--- src/rtl/fb_wr_arbiter.sv ---
// Framebuffer write arbiter: grants one client at a time for up to MAX_RUN beats
// and forwards its writes through a single registered output stage.
module fb_wr_arbiter #(
  parameter int NUM_CH     = 4,
  parameter int ADDR_WIDTH = 32,
  parameter int DATA_WIDTH = 32,
  parameter int MAX_RUN    = 16,
  parameter int PRIO_MODE  = 0
) (
  input  logic                             clk,
  input  logic                             rstn,
  input  logic [NUM_CH-1:0]                s_wr_valid,
  output logic [NUM_CH-1:0]                s_wr_ready,
  input  logic [NUM_CH*ADDR_WIDTH-1:0]     s_wr_addr,
  input  logic [NUM_CH*DATA_WIDTH-1:0]     s_wr_data,
  output logic                             m_wr_valid,
  input  logic                             m_wr_ready,
  output logic [ADDR_WIDTH-1:0]            m_wr_addr,
  output logic [DATA_WIDTH-1:0]            m_wr_data,
  output logic [(NUM_CH > 1 ? $clog2(NUM_CH) : 1)-1:0] m_wr_ch,
  output logic                             busy
);

  localparam int CHW  = (NUM_CH > 1) ? $clog2(NUM_CH) : 1;
  localparam int RUNW = $clog2(MAX_RUN + 1);

  localparam logic [0:0] S_IDLE  = 1'b0;
  localparam logic [0:0] S_GRANT = 1'b1;

  logic [0:0]            state_q, state_d;
  logic [CHW-1:0]        g_q, g_d, rr_q, rr_d, sel, g_next;
  logic [RUNW-1:0]       run_q, run_d, run_inc;
  logic                  armed_q;
  logic                  m_valid_q, m_valid_d;
  logic [ADDR_WIDTH-1:0] m_addr_q;
  logic [DATA_WIDTH-1:0] m_data_q;
  logic [CHW-1:0]        m_ch_q;
  logic                  g_valid, found, out_free, accept, release_g;
  logic [ADDR_WIDTH-1:0] g_addr;
  logic [DATA_WIDTH-1:0] g_data;

  // First pass covers channels at/after rr (all of them in fixed mode); second pass wraps.
  always_comb begin
    sel   = '0;
    found = 1'b0;
    for (int c = 0; c < NUM_CH; c++) begin
      if (!found && s_wr_valid[c] && (PRIO_MODE != 0 || CHW'(c) >= rr_q)) begin
        sel   = CHW'(c);
        found = 1'b1;
      end
    end
    for (int c = 0; c < NUM_CH; c++) begin
      if (!found && s_wr_valid[c]) begin
        sel   = CHW'(c);
        found = 1'b1;
      end
    end
  end

  always_comb begin
    g_valid    = 1'b0;
    g_addr     = '0;
    g_data     = '0;
    s_wr_ready = '0;
    for (int c = 0; c < NUM_CH; c++) begin
      if (g_q == CHW'(c)) begin
        g_valid       = s_wr_valid[c];
        g_addr        = s_wr_addr[c*ADDR_WIDTH +: ADDR_WIDTH];
        g_data        = s_wr_data[c*DATA_WIDTH +: DATA_WIDTH];
        s_wr_ready[c] = (state_q == S_GRANT) && out_free;
      end
    end
  end

  assign out_free  = !m_valid_q || m_wr_ready;
  assign accept    = (state_q == S_GRANT) && g_valid && out_free;
  assign g_next    = (g_q == CHW'(NUM_CH - 1)) ? '0 : g_q + CHW'(1);
  assign run_inc   = run_q + RUNW'(1);
  assign m_valid_d = accept || (m_valid_q && !m_wr_ready);

  always_comb begin
    state_d   = state_q;
    g_d       = g_q;
    rr_d      = rr_q;
    run_d     = run_q;
    release_g = 1'b0;
    if (state_q == S_IDLE) begin
      if (armed_q && (|s_wr_valid)) begin
        g_d     = sel;
        run_d   = '0;
        state_d = S_GRANT;
      end
    end else if (accept) begin
      run_d     = run_inc;
      release_g = (run_inc == RUNW'(MAX_RUN));
    end else begin
      release_g = !g_valid;
    end
    if (release_g) begin
      state_d = S_IDLE;
      rr_d    = g_next;
    end
  end

  // armed_q holds off arbitration for the first edge after reset release.
  always_ff @(posedge clk or negedge rstn) begin
    if (!rstn) begin
      state_q   <= S_IDLE;
      g_q       <= '0;
      rr_q      <= '0;
      run_q     <= '0;
      armed_q   <= 1'b0;
      m_valid_q <= 1'b0;
      m_addr_q  <= '0;
      m_data_q  <= '0;
      m_ch_q    <= '0;
    end else begin
      state_q   <= state_d;
      g_q       <= g_d;
      rr_q      <= rr_d;
      run_q     <= run_d;
      armed_q   <= 1'b1;
      m_valid_q <= m_valid_d;
      if (accept) begin
        m_addr_q <= g_addr;
        m_data_q <= g_data;
        m_ch_q   <= g_q;
      end
    end
  end

  assign m_wr_valid = m_valid_q;
  assign m_wr_addr  = m_addr_q;
  assign m_wr_data  = m_data_q;
  assign m_wr_ch    = m_ch_q;
  assign busy       = (state_q == S_GRANT) || m_valid_q;

endmodule
--- config.mk ---
export PLATFORM = sky130hd
export DESIGN_NAME = fb_wr_arbiter
export DESIGN_NICKNAME = d
export VERILOG_FILES = /design/src/rtl/fb_wr_arbiter.sv
export SDC_FILE = /design/constraint.sdc
export NUM_CORES = 1
export LEC_CHECK = 0
export ABC_AREA = 0
export CAP_MARGIN = 10
export CORE_AREA = 2 2 130 132
export CTS_CLUSTER_DIAMETER = 60
export DETAILED_ROUTE_END_ITERATION = 6
export DIE_AREA = 0 0 132 134
export PLACE_DENSITY = 0.73
export SETUP_SLACK_MARGIN = 0.02
export SLEW_MARGIN = 20
export SYNTH_ARGS = -nofsm -noshare
export SYNTH_HDL_FRONTEND = slang
export SYNTH_SLANG_ARGS = --single-unit
--- constraint.sdc ---
create_clock -name clk -period 2.3 [get_ports clk]
set_clock_uncertainty 0.15 [all_clocks]
set_input_delay 0.23 -clock clk [delete_from_list [all_inputs] [get_ports clk]]
set_output_delay 0.23 -clock clk [all_outputs]
set_load 0.01 [all_outputs]
; After elaboration in Yosys (flattened, before gate mapping)
; Index checks and enable logic that the tools add are counted.
; Widths: inputs -> output; s select.
[totals]
elab_cells = 94
reg_bits = 78
in_bits = 263
output_inout_bits = 72
[op_classes]
mux = 39
n_reduce_logical = 34
magnitude_cmp = 4
n_bitwise = 1
addsub = 2
n_eq_ne = 5
[ops]
columns = cell, n
row1 = $mux 32, 8
row2 = $mux 1, 21
row3 = $logic_and 1x1->1, 16
row4 = $mux 5, 3
row5 = $mux 2, 7
row6 = $logic_not 1->1, 10
row7 = $add 5x1->5 const B, 1
row8 = $eq 5x5->1 const B, 1
row9 = $eq 2x2->1 const B, 2
row10 = $ge 1x2->1 const A, 2
row11 = $ge 2x2->1 const A, 2
row12 = $reduce_and 2->1, 2
row13 = $reduce_or 4->1, 1
row14 = $logic_or 1x1->1, 3
row15 = $add 2x1->2 const B, 1
row16 = $eq 2x1->1 const B, 1
row17 = $logic_not 2->1, 1
row18 = $ne 2x1->1 const B, 1
row19 = $reduce_bool 2->1, 1
row20 = $not 1->1, 1

; Logic depth before layout (Yosys ltp)
[logic_depth]
word_depth = 27
mapped_depth = 10
depth_no_buf = 7

; Worst setup path after synthesis
; OpenSTA, ideal clock, no wires.
[synth_path]
path_type = register -> register
from = register g_q[0]
to = register m_ch_q[0], in the netlist m_wr_ch[0]
setup_ns = 0.125
path_buffers = 2
required_ns = 2.025
synth_period_minus_slack_ns = 2.124
path_slack_ns = 0.176
path_stages_with_launch = 9
arrival_ns = 1.850
cell_sequence = dfrtp_1 > inv_1 > ha_1 > buf_4 > and2b_1 > nand2_1 > a311oi_4 > buf_6 > mux2_2
[synth_via]
elab_chain_len = 7
elab_cells_between_ends = 10
classes_between = eq/ne (3) / mux (4) / reduce/logical (3)
[synth_lines]
columns = element, line
row1 = "start, declared", 31  ; logic [CHW-1:0] g_q, g_d, rr_q, rr_d, sel, g_next;
row2 = "start signal, assigned", 119  ; g_q <= g_d;
row3 = $logic_not 2->1, 66  ; if (g_q == CHW'(c)) begin
row4 = $mux 1 (4 in a row), 66
row5 = $logic_and 1x1->1 (2 in a row), 76  ; assign accept = (state_q == S_GRANT) && g_valid && out_free;
row6 = "end signal, assigned", 127  ; m_ch_q <= g_q;
row7 = "end, declared", 37  ; logic [CHW-1:0] m_ch_q;
; Several ways; a longest one is shown, not always the timed one.
; A chain may end at the register's enable or synchronous reset.

; Final worst setup path
[layout_path]
from = register g_q[0]
to = register m_addr_q[26], in the netlist m_wr_addr[26]
[layout_via]
elab_chain_len = 7
elab_cells_between_ends = 14
classes_between = eq/ne (3) / mux (8) / reduce/logical (3)
[layout_lines]
columns = element, line
row1 = $logic_not 2->1, 66
row2 = $mux 1 (4 in a row), 66
row3 = $logic_and 1x1->1 (2 in a row), 76
row4 = "end signal, assigned", 125  ; m_addr_q <= g_addr;
row5 = "end, declared", 35  ; logic [ADDR_WIDTH-1:0] m_addr_q;
; Several ways; a longest one is shown, not always the timed one.

==> summary.md <==
| Metric | Value |
|---|---|
| Outcome | finished, final reports clean |
| Initial core utilization | 32.4% |
| Leakage | approximately 0.004 uW |
| CP Launch Type | flip-flop |
| VDD IR max | between 0.6 and 0.7 mV |
| Crit end category | flip-flop |
| GRT met2 Usage | roughly 40% |
| DRC | 0 |
| Syn nets | 996 |
| Clock Power Share | 11.0% |
| Die Wd | 132 microns |
| Worst Path Required | 2.41 ns |
| Synth Area in Compound Gates | 35.5% |
| Initial antenna violation count | 0 |
| Critical path class | flip-flop to flip-flop |
| Vias per inst | ~5 |
| Mapped Area | 5280 sq um |
| Worst Tran Pin Value | 0.634 ns |
| Wire per inst | 16.7 microns |
| Yosys top cell by area | dfrtp_1 |
| Worst path bufs/invs | 3 |
| Part of the Yosys area used for sequential elements | 37.0% |
| Vias | 6,394 |
| Slowest Stage Delay on Critical Path | 0.41 ns |
| Max Freq | 449 MHz |
| GR Util met1 | 27.5% |
| Hpwl dp | 15,500 microns |
| Switching power | slightly below 5000 uW |
| Hold_ws | 0.241 ns |
| Mean post-synth cell area | about 7.3 sq um |
| CP top delay family | buffers and inverters |
| Rows | 47 |
| CTS buffer count | 9 |
| Synth Warn # | 0 |
| Gr busiest metal | met2 |
| Worst skew pair latency | between 0.3 and 0.4 ns |
| Cell variety after synth | 39 |
| Clock-pin transition on the worst setup and hold timing paths | 0.06 ns |
| Hold Vio Cnt, Final | 0 |
| Headroom to the max-slew limit | 57.7% |
| CP cell instances | buf_6, ha_4, and2b_1, nand2_2, a311oi_4, buf_6, buf_16, nor2_1, a21oi_1 |
| Clock Sinks | 78 |
| Yosys reg bits | 78 |
| Layout area overhead | 75.1% |
| Count of filler cells inserted in the layout | 1,506 |
| Max Cap Viol | 0 |
| Dpl cells | ~1.2k |
| IO Port Bufs | 334 |
| Period utilization | a little under 100% |
| Hold Path Class | input port to asynchronous set/reset pin |
| Core ar. | roughly 16,000 sq um |
| Post-route ant nets | 0 |
| Congestion Overflow GR | 0 |
| Share of layout cells above drive strength 1 | 5.49% |
| Layout Cells excl Fill | 1,258 |
| XOR/XNOR Fraction of Synth Area | less than 1% |
| Final setup violation count | 0 |
| WP data arrival | 2.34 ns |
| Wirelength, routed | 21,000 microns |
| Global-route wire length before repair | 32,700 microns |
| Internal power | approximately 6300 uW |
| CP max FO | 43 |
| Post-synth top area share | 37.0% |
| Root buffer cell | clkbuf_16 |
| Htree depth | 3 |
| Die ar. | ~18,000 sq um |
| Power per Cell Area | 1210 nW/um^2 |
| CTS tree | built |
| Critical-path top delay cell | dfrtp_1 |
| Clock Path Buffers | 2 |
| Net Sw Frac | a little over two fifths |
| RD Place Congestion | 0.832 |
| Tot GR Track Use | 23.3% |
| Logic pwr share | 66.4% |
| Slew Viols, Final | 0 |
| Vias in the first global route | 6,190 |
| Fin nets | 1,307 |
| Seq pwr share | 22.6% |
| Most frequent CP cell | buf_6 |
| # IOs | 335 |
| Initial drt markers | approximately 320 |
| GR Layer Usage met3 | 6.01% |
| Synth area leaders | dfrtp_1 (37%), a21oi_1 (18%), a22oi_1 (8.8%) |
| N_diodes | 0 |
| Largest net degree at the start of global routing | 63 |
| Drt pass-1 iters | 5 |
| Most common cell after layout, fill and taps aside | clkdlybuf4s50_1 |
| Adder-Cell Fraction of Synth Area | under 10% |
| Mux cell area share after synthesis | 1.45% |
| Post-layout util | 56.7% |
| Die Y | 134 microns |
| Syn Inst Count | between 700 and 800 |
| Final Critical Period | 2.23 ns |
| Largest family of logic cells by synthesized area | compound AO/OA/AOI/OAI gates |
| Most frequent cells in the layout | clkdlybuf4s50_1 (330), a21oi_1 (193), dfrtp_1 (78) |
| Simple-gate share of the synthesized area | 12.9% |
| Unrepaired setup endpoints after global routing | yes |
==> what timing repair did <==
action / CTS / global route
gates cloned: 2 / 0
buffers inserted: 4 / 0
hold buffers: 1 / 0
resized for setup: 5 / 10
pin swaps: 1 / 0
endpoints found under the hold margin: 33 / 0
setup endpoints to repair: 3 / 64
==> power groups by stage <==
stage	combinational [uW]	sequential (uW)	clock, uW
after floorplan	3910	2740	0
after global placement	7030	2530	0
after detailed placement	7160	2530	0
after CTS	7440	2520	1270
after global routing	8210	2600	1320
final	7420	2520	1230
==> registers in the layout, indices dropped and copies added, names as in the netlist <==
name and cells:
armed_q 1, g_q 2, m_wr_addr 32, m_wr_ch 2, m_wr_data 32, m_wr_valid 1, rr_q 2, run_q 5
state_q 1
==> cells by family after synthesis <==
| group | after synthesis |
|---|---|
| multiplexers | 7 |
| XOR/XNOR | 2 |
| AO/OA/AOI/OAI | 333 |
| AND/OR/NAND/NOR | 166 |
| adder cells (fa/ha/maj) | 6 |
| flip-flops | 78 |
| other | 1 |
| buffers and inverters | 134 |
==> final timing paths <==
check / start / endpoint / slack, ns / cells after the start
min in group clk: m_wr_data[24] / m_wr_data[24] / 0.37 / 2
setup reg to reg: g_q[0] / m_wr_addr[26] / 0.07 / 9
setup / recovery: g_q[0] / m_wr_addr[26] / 0.07 / 9
hold / removal: rstn / m_wr_addr[16] / 0.24 / 2
max in group asynchronous: rstn / m_wr_addr[19] / 1.10 / 3
hold reg to reg: m_wr_data[24] / m_wr_data[24] / 0.37 / 2
==> through the flow <==
stage / setup WS, ns / cell area [sq um] / total power [uW] / setup TNS [ns]
2_1_floorplan: 0.176 / 5280 / 6660 / 0
3_3_place_gp: 0.167 / 8850 / 9550 / 0
3_5_place_dp: 0.0777 / 8850 / 9690 / 0
4_1_cts: 0.000832 / 9200 / 11200 / 0
5_1_grt: -0.0311 / 9240 / 12100 / -0.197
6_report: 0.0706 / 9240 / 11200 / 0
==> routing by layer <==
metal  vias to the layer above  wire length [microns]
met5                         -                      0
met4                         0                    840
met3                        56                   1430
met2                       255                  10400
met1                      2955                   8350
li1                       3128                      -
==> worst register-to-register path, stage by stage (launching register included) <==
cell and delay (ns):
dfrtp_1 0.41, buf_6 0.13, ha_4 0.17, and2b_1 0.23, nand2_2 0.10, a311oi_4 0.32, buf_6 0.22, buf_16 0.21
nor2_1 0.09, a21oi_1 0.13
==> cell type report <==
| cell class | count | area [sq um] | share of cell area, % |
|---|---|---|---|
| well taps | 220 | 275 | 2.98 |
| clock buffers | 11 | 233 | 2.52 |
| multi-input cells | 515 | 2770 | 30.0 |
| flip-flops and latches | 78 | 1950 | 21.1 |
| repair buffers | 365 | 3750 | 40.5 |
| inverters | 69 | 259 | 2.80 |
==> synthesized netlist by cell type (all sizes together) <==
| library cell | number |
|---|---|
| o22ai | 2 |
| o221ai | 1 |
| a22oi | 62 |
| o31ai | 1 |
| a221oi | 2 |
| a31oi | 1 |
| nor3 | 2 |
| nor2b | 4 |
| xnor2 | 2 |
| or2 | 1 |
| mux2i | 2 |
| nand2b | 2 |
| or4 | 1 |
| ha | 6 |
| conb | 1 |
| o21bai | 1 |
| inv | 69 |
| a22o | 3 |
| and2b | 1 |
| clkbuf | 39 |
| nor2 | 69 |
| dfrtp | 78 |
| nand2 | 75 |
| a311oi | 1 |
| and3 | 4 |
| buf | 26 |
| and4b | 1 |
| o21ai | 66 |
| a21oi | 193 |
| nor4b | 1 |
| mux2 | 5 |
| nand4 | 1 |
| nand3 | 4 |
No activity file was read; power rests on OpenSTA's default activity.
